<file path="src/rtl/multu_hilo_pkg.sv">
// Shared MIPS HI/LO definitions: op encodings and multiplier FSM states.
package multu_hilo_pkg;

    typedef enum logic [1:0] {
        OpMultu = 2'b00,
        OpMult  = 2'b01,
        OpMthi  = 2'b10,
        OpMtlo  = 2'b11
    } op_e;

    typedef enum logic [1:0] {
        StIdle = 2'b00,
        StCalc = 2'b01,
        StSign = 2'b10,
        StDone = 2'b11
    } state_e;

endpackage

</file>
<file path="src/rtl/hilo_adder.sv">
// Combinational WIDTH-bit adder with carry-out, used for the shift-add step.
module hilo_adder #(
    parameter int unsigned WIDTH = 32
) (
    input  logic [WIDTH-1:0] a_i,
    input  logic [WIDTH-1:0] b_i,
    output logic [WIDTH-1:0] sum_o,
    output logic             carry_o
);

    assign {carry_o, sum_o} = {1'b0, a_i} + {1'b0, b_i};

endmodule

</file>
<file path="src/rtl/multu_hilo.sv">
// Iterative MIPS MULT/MULTU unit with HI/LO registers and MTHI/MTLO writes.
module multu_hilo
    import multu_hilo_pkg::*;
#(
    parameter int unsigned WIDTH = 32
) (
    input  logic             clk,
    input  logic             rst,
    input  logic             start,
    input  logic [1:0]       op,
    input  logic [WIDTH-1:0] dataA,
    input  logic [WIDTH-1:0] dataB,
    output logic             busy,
    output logic             done,
    output logic [WIDTH-1:0] hi,
    output logic [WIDTH-1:0] lo
);

    localparam int unsigned CntW = (WIDTH > 1) ? $clog2(WIDTH) : 1;
    localparam logic [CntW-1:0] CntLast = CntW'(WIDTH - 1);

    state_e             state_q, state_d;
    logic [CntW-1:0]    cnt_q, cnt_d;
    logic [2*WIDTH-1:0] prod_q, prod_d;
    logic [WIDTH-1:0]   mcand_q, mcand_d;
    logic               neg_q, neg_d;
    logic [WIDTH-1:0]   hi_q, hi_d;
    logic [WIDTH-1:0]   lo_q, lo_d;

    logic [WIDTH-1:0]   add_sum;
    logic               add_carry;
    op_e                op_s;

    assign op_s = op_e'(op);

    hilo_adder #(
        .WIDTH (WIDTH)
    ) u_adder (
        .a_i     (prod_q[2*WIDTH-1:WIDTH]),
        .b_i     (mcand_q),
        .sum_o   (add_sum),
        .carry_o (add_carry)
    );

    always_comb begin
        state_d = state_q;
        cnt_d   = cnt_q;
        prod_d  = prod_q;
        mcand_d = mcand_q;
        neg_d   = neg_q;
        hi_d    = hi_q;
        lo_d    = lo_q;

        unique case (state_q)
            StIdle: begin
                if (start) begin
                    unique case (op_s)
                        OpMultu: begin
                            mcand_d = dataA;
                            prod_d  = {{WIDTH{1'b0}}, dataB};
                            neg_d   = 1'b0;
                            cnt_d   = '0;
                            state_d = StCalc;
                        end
                        OpMult: begin
                            // Magnitudes only; the most negative value maps onto itself.
                            mcand_d = dataA[WIDTH-1] ? -dataA : dataA;
                            prod_d  = {{WIDTH{1'b0}}, (dataB[WIDTH-1] ? -dataB : dataB)};
                            neg_d   = dataA[WIDTH-1] ^ dataB[WIDTH-1];
                            cnt_d   = '0;
                            state_d = StCalc;
                        end
                        OpMthi: hi_d = dataA;
                        OpMtlo: lo_d = dataA;
                        default: ;
                    endcase
                end
            end
            StCalc: begin
                if (prod_q[0]) begin
                    prod_d = {add_carry, add_sum, prod_q[WIDTH-1:1]};
                end else begin
                    prod_d = {1'b0, prod_q[2*WIDTH-1:1]};
                end
                cnt_d = (cnt_q == CntLast) ? '0 : cnt_q + 1'b1;
                if (cnt_q == CntLast) begin
                    state_d = StSign;
                end
            end
            StSign: begin
                {hi_d, lo_d} = neg_q ? -prod_q : prod_q;
                state_d      = StDone;
            end
            StDone: state_d = StIdle;
            default: state_d = StIdle;
        endcase
    end

    always_ff @(posedge clk or posedge rst) begin
        if (rst) begin
            state_q <= StIdle;
            cnt_q   <= '0;
            prod_q  <= '0;
            mcand_q <= '0;
            neg_q   <= 1'b0;
            hi_q    <= '0;
            lo_q    <= '0;
        end else begin
            state_q <= state_d;
            cnt_q   <= cnt_d;
            prod_q  <= prod_d;
            mcand_q <= mcand_d;
            neg_q   <= neg_d;
            hi_q    <= hi_d;
            lo_q    <= lo_d;
        end
    end

    assign busy = (state_q == StCalc) || (state_q == StSign);
    assign done = (state_q == StDone);
    assign hi   = hi_q;
    assign lo   = lo_q;

endmodule
</file>
<file path="config.mk">
export PLATFORM = sky130hd
export DESIGN_NAME = multu_hilo
export DESIGN_NICKNAME = d
export VERILOG_FILES = /design/src/rtl/multu_hilo_pkg.sv /design/src/rtl/hilo_adder.sv /design/src/rtl/multu_hilo.sv
export SDC_FILE = /design/constraint.sdc
export NUM_CORES = 1
export LEC_CHECK = 0
export CORE_AREA = 4 4 154 156
export DETAILED_ROUTE_END_ITERATION = 10
export DIE_AREA = 0 0 158 160
export PLACE_DENSITY = 0.77
export SETUP_SLACK_MARGIN = 0.05
export SLEW_MARGIN = 20
export SYNTH_ARGS = -nofsm -noshare
export SYNTH_HDL_FRONTEND = slang
export SYNTH_SLANG_ARGS = --single-unit
</file>
<file path="constraint.sdc">
create_clock -name clk -period 4.7 [get_ports clk]
set_input_delay 0.47 -clock clk [delete_from_list [all_inputs] [get_ports clk]]
set_output_delay 0.47 -clock clk [all_outputs]
set_load 0.02 [all_outputs]
</file>
---- Word-level counts from Yosys, hierarchy flattened ----
Index checks and enable logic that the tools add are counted.
cells by class
  add/subtract/negate cells ............... 5
  equality and inequality tests ........... 13
  muxes and demuxes ....................... 23
  bitwise operators ....................... 1
  reductions and logical operators ........ 13
operator list
  cell                                                                   count
  64-bit case mux with 2 select lines                                    2
  32-bit 2-to-1 mux                                                      6
  64-bit 2-to-1 mux                                                      3
  32-bit case mux with 2 select lines                                    3
  32-bit negation                                                        2
  64-bit negation                                                        1
  32-bit by 32-bit adder with 33-bit output                              1
  3-bit AND reduction                                                    6
  5-bit 2-to-1 mux                                                       3
  5-bit case mux with 2 select lines                                     1
  2-bit equality test, second input constant                             4
  2-bit case mux with 4 select lines                                     1
  2-bit 2-to-1 mux                                                       3
  2-bit != test, second input constant                                   3
  2-bit nonzero test                                                     3
  5-bit by 1-bit adder with 5-bit output, second input constant          1
  5-bit equality test, second input constant                             1
  2-bit by 1-bit equality test with 1-bit output, second input constant  2
  2-bit logical NOT                                                      2
  2-bit by 1-bit != test with 1-bit output, second input constant        2
  3-bit by 1-bit != test with 1-bit output, second input constant        1
  1-bit case mux with 2 select lines                                     1
  2-bit OR reduction                                                     1
  1-bit logical OR                                                       1
  1-bit bitwise XOR                                                      1
storage, ports and cells
  flip-flop bits (word level) ............. 168

---- Longest topological paths before layout ----
  depth after elaboration ................. 5
  gate-level depth with buffers ........... 13
  depth with buffers taken out ............ 11

---- Modules after synthesis ----
From an unflattened synthesis, not the netlist that was laid out.
second synthesis, totals
  cells, all modules ...................... 1402
  area, all modules ....................... 12065.3 µm²
by module, submodules not included
  module      instances  cells each  area each (µm²)  sequential area each (µm²)
  multu_hilo  1          1144        10159.7          4204.0
  hilo_adder  1          258         1905.6           0.0

---- Least setup slack after synthesis ----
Ideal clock, no wire load.
  path type ............................... register -> register
  from .................................... reg prod_q[11]
  to ...................................... reg hi_q[29] (netlist: hi[29])
  arrival ................................. 3.176 ns
  slack ................................... 1.420 ns
  stages on the path, launching flop included .. 10
  cells stage by stage .................... dfrtp_1 -> or4_1 -> or3_1 -> buf_2 -> or4b_4 -> nand2b_4 -> or4_4 -> o31ai_2 -> xor2_1 -> a221oi_1
between the ends
  longest elaborated chain between the ends .. 3
RTL lines
  what                                 RTL line           RTL
  start: declaration                   multu_hilo.sv:24   logic [2*WIDTH-1:0] prod_q, prod_d;
  start signal: assignment             multu_hilo.sv:111  prod_q <= prod_d;
  64-bit negation                      multu_hilo.sv:91   {hi_d, lo_d} = neg_q ? -prod_q : prod_q;
  64-bit 2-to-1 mux                    multu_hilo.sv:91
  32-bit case mux with 2 select lines  multu_hilo.sv:54   unique case (state_q)
  end signal: assignment               multu_hilo.sv:114  hi_q <= hi_d;
  end: declaration                     multu_hilo.sv:27   logic [WIDTH-1:0] hi_q, hi_d;
No other way between the ends.
A chain may end at the register's enable or synchronous reset.

---- Worst setup path after layout ----
  from .................................... reg prod_q[32]
  to ...................................... reg prod_q[61]
between the ends
  longest elaborated chain between the ends .. 3
RTL lines
  what                                       RTL line          RTL
  32-bit by 32-bit adder with 33-bit output  hilo_adder.sv:11  assign {carry_o, sum_o} = {1'b0, a_i} + {1'b0, b_i};
  64-bit 2-to-1 mux                          multu_hilo.sv:80  if (prod_q[0]) begin
  64-bit case mux with 2 select lines        multu_hilo.sv:54
No other way between the ends.

==> summary.txt <==
Share of flip-flops with an asynchronous set or reset - 100.0%
Synth top area share - 36.77%
Net Count, Synth - 1448
HPWL Detailed - 25780 um
Hold_sp - lo[15]
Syn-to-layout area delta - 19.02%
First-pass GRT wire length - 55440 um
Finished layout cell area - 13610 um2
Period minus WS final - 3.956 ns
Most frequent cell after synthesis - dfrtp_1
Ranking of synthesized cells by area - dfrtp_1 (37%), xor2_1 (7.3%), o21ai_0 (6.7%), ha_1 (4.5%), nand2_1 (4.3%)
Worst setup path start - prod_q[32]
Slew Limit Headroom - 30.56%
Final nets - 1538
Root Buffer - clkbuf_16
Setup Fix Bufs, Post-CTS - 0
Slew @ Worst Pin - 1.042 ns
Most frequent cells after synthesis - dfrtp_1 (168), o21ai_0 (154), nand2_1 (131)
Placeable core region - 22370 um2
Number of global-route vias before repair - 10224
1st-pass router iterations - 6
Final clock skew - 0.01477 ns
Ant. Diodes - 0
Cell row count - 55
Die width - 158 um
H-tree levels - 4
Vias per cell - 6.326
Seq/Total Area, Yosys - 36.77%
Synth Cell Area - 11430 um2
Peak supply drop - 0.5910 mV
Clock buffer count from CTS - 17
Place WS - 0.8295 ns
Number of synthesized flops with an enable pin - 0
LEAKAGE - 5.713 nW
Worst Path Arrival - 4.33 ns
Final ANT Viol Nets - 0
CP max stage cell - a2111oi_0
Fin. Hold Viols - 0
Synthesis Warnings - 0
Outcome - completed
Top Ports - 135
Global Route Usage Sum - 27.57%
Final Wtd Congestion - 0.9745
Hold slack - 0.4782 ns
Worst path bufs/invs - 1
CP cell instances - ha_1, inv_1, fa_1, nand2b_1, a21oi_1, o211ai_1, a211o_1, a2111oi_0, o21ai_0, or4_1, nand3_1
Clk Latency, worst-skew pair - 0.44 ns
Yosys cell types - 66
Sink Count - 168
Setup violations, final - 0
CTS tree - built
# port buffers - 134
Main synth FF type - dfrtp_1
WP data required - 5.07 ns
Max incr delay on CP - 0.86 ns
Final worst slack - 0.7438 ns
Startpoint Class - flip-flop
Chip Height - 160 um
Drt total wl - 35000 um
Total grt overflow - 0
DRC - 0
Final TNS setup - 0 ns
Initial DRC count - 1071
Final Max Slew Viols - 0
Synthesized flop and latch total - 168
RSZ-0062 raised after global routing - false
Finished Core Util - 60.85%
Post-CTS Hold Fix Bufs - 0
Clk slew on worst S/H paths - 0.07 ns
HP Class - reg -> reg
Max-Cap Viols - 0
Fmax - 252.8 MHz
CTS resizes - 0
Vias - 10912
Critical Path End Type - flip-flop
CP delay by family, top - compound AO/OA/AOI/OAI gates
Cells after synthesis - 1337
Syn Area/Cell - 8.553 um2
Cell taking the most area after synthesis - dfrtp_1
Total die area - 25280 um2
Total power per unit cell area - 677.8 nW/um2
Post-placement cell area - 13020 um2
Worst flop-to-flop path startpoint - prod_q[32]
Starting density of the core - 51.13%
DR WL/cell - 20.29 um
Initial antenna violation count - 0
Period utilization - 84.18%
Fraction of layout cells with a size suffix above 1 - 5.139%
Largest net degree at the start of global routing - 69
CP Class - reg -> reg
CTS max path bufs - 2
Worst-path fanout max - 5
==> where the power goes <==
| part | internal [mW] | total (mW) | leakage, nW | switching [mW] |
|---|---|---|---|---|
| Clock | 0.797 | 1.43 | 0.283 | 0.638 |
| Sequential | 2.09 | 2.87 | 2.07 | 0.777 |
| Combinational | 2.03 | 4.92 | 3.36 | 2.89 |
| Total | 4.92 | 9.22 | 5.71 | 4.31 |
==> worst paths after layout <==
path | slack [ns] | cells after the start | endpoint
max in group asynchronous | 3.31 | 3 | neg_q
max reg2reg | 0.74 | 11 | prod_q[61]
max | 0.74 | 11 | prod_q[61]
min reg2reg | 0.48 | 1 | lo[15]
min in group asynchronous | 0.55 | 2 | lo[3]
min | 0.48 | 1 | lo[15]
==> logic make-up (layout without fill, tap and decap cells) <==
| logic type | after synthesis | after routing | synth area share [%] |
|---|---|---|---|
| flops | 168 | 168 | 36.77 |
| xor+xnor | 139 | 139 | 10.65 |
| buf+inv | 113 | 216 | 3.720 |
| fa+ha+maj | 42 | 42 | 4.661 |
| compound gates | 462 | 462 | 25.90 |
| mux | 17 | 17 | 1.488 |
| simple gates | 396 | 396 | 16.82 |
==> placed cells by master (no fill, tap or decap), drive strengths merged, types with 14 or more instances in the layout <==
cell and n:
dfrtp 168, o21ai 159, clkdlybuf4s50 134, nand2 131, nor2 107, xor2 95
a21oi 88, a21o 45, xnor2 44, ha 41, or3 36, inv 36
a211oi 34, o31ai 33, a221oi 22, nand3 19, or4 19, nor3 18
clkbuf 18, buf 18, mux2i 17, o41ai 17, a22oi 14
==> sequential cells by signal (all words and copies together), names as in the netlist <==
| signal | cells |
|---|---|
| neg_q | 1 |
| prod_q | 64 |
| state_q | 2 |
| lo | 32 |
| hi | 32 |
| mcand_q | 32 |
| cnt_q | 5 |
==> cell type report <==
class | instances | area [um2]
Clock buffer | 18 | 429.2
Clock inverter | 14 | 161.4
Fill cell | 1893 | 8756
Inverter | 32 | 123.9
Multi-Input combinational cell | 1056 | 6832
Sequential cell | 168 | 4205
Tap cell | 285 | 356.6
Timing Repair Buffer | 152 | 1501
==> per-stage QoR <==
stage	cells	power [mW]
floorplan	1337	5.974
global placement	1693	7.587
detailed placement	1693	7.683
finish	1725	9.224
global route	1725	9.860
CTS	1725	9.159
==> per-layer routing <==
layer | GRT usage, % | vias to the layer above | part of all wire [%]
li1 | - | 5048 | -
met1 | 40.45 | 5251 | 44
met2 | 41.35 | 542 | 44
met3 | 4.715 | 71 | 8.5
met4 | 9.267 | 0 | 3.5
met5 | 0 | - | 0
Note: power is estimated with default switching activity, not from simulation.
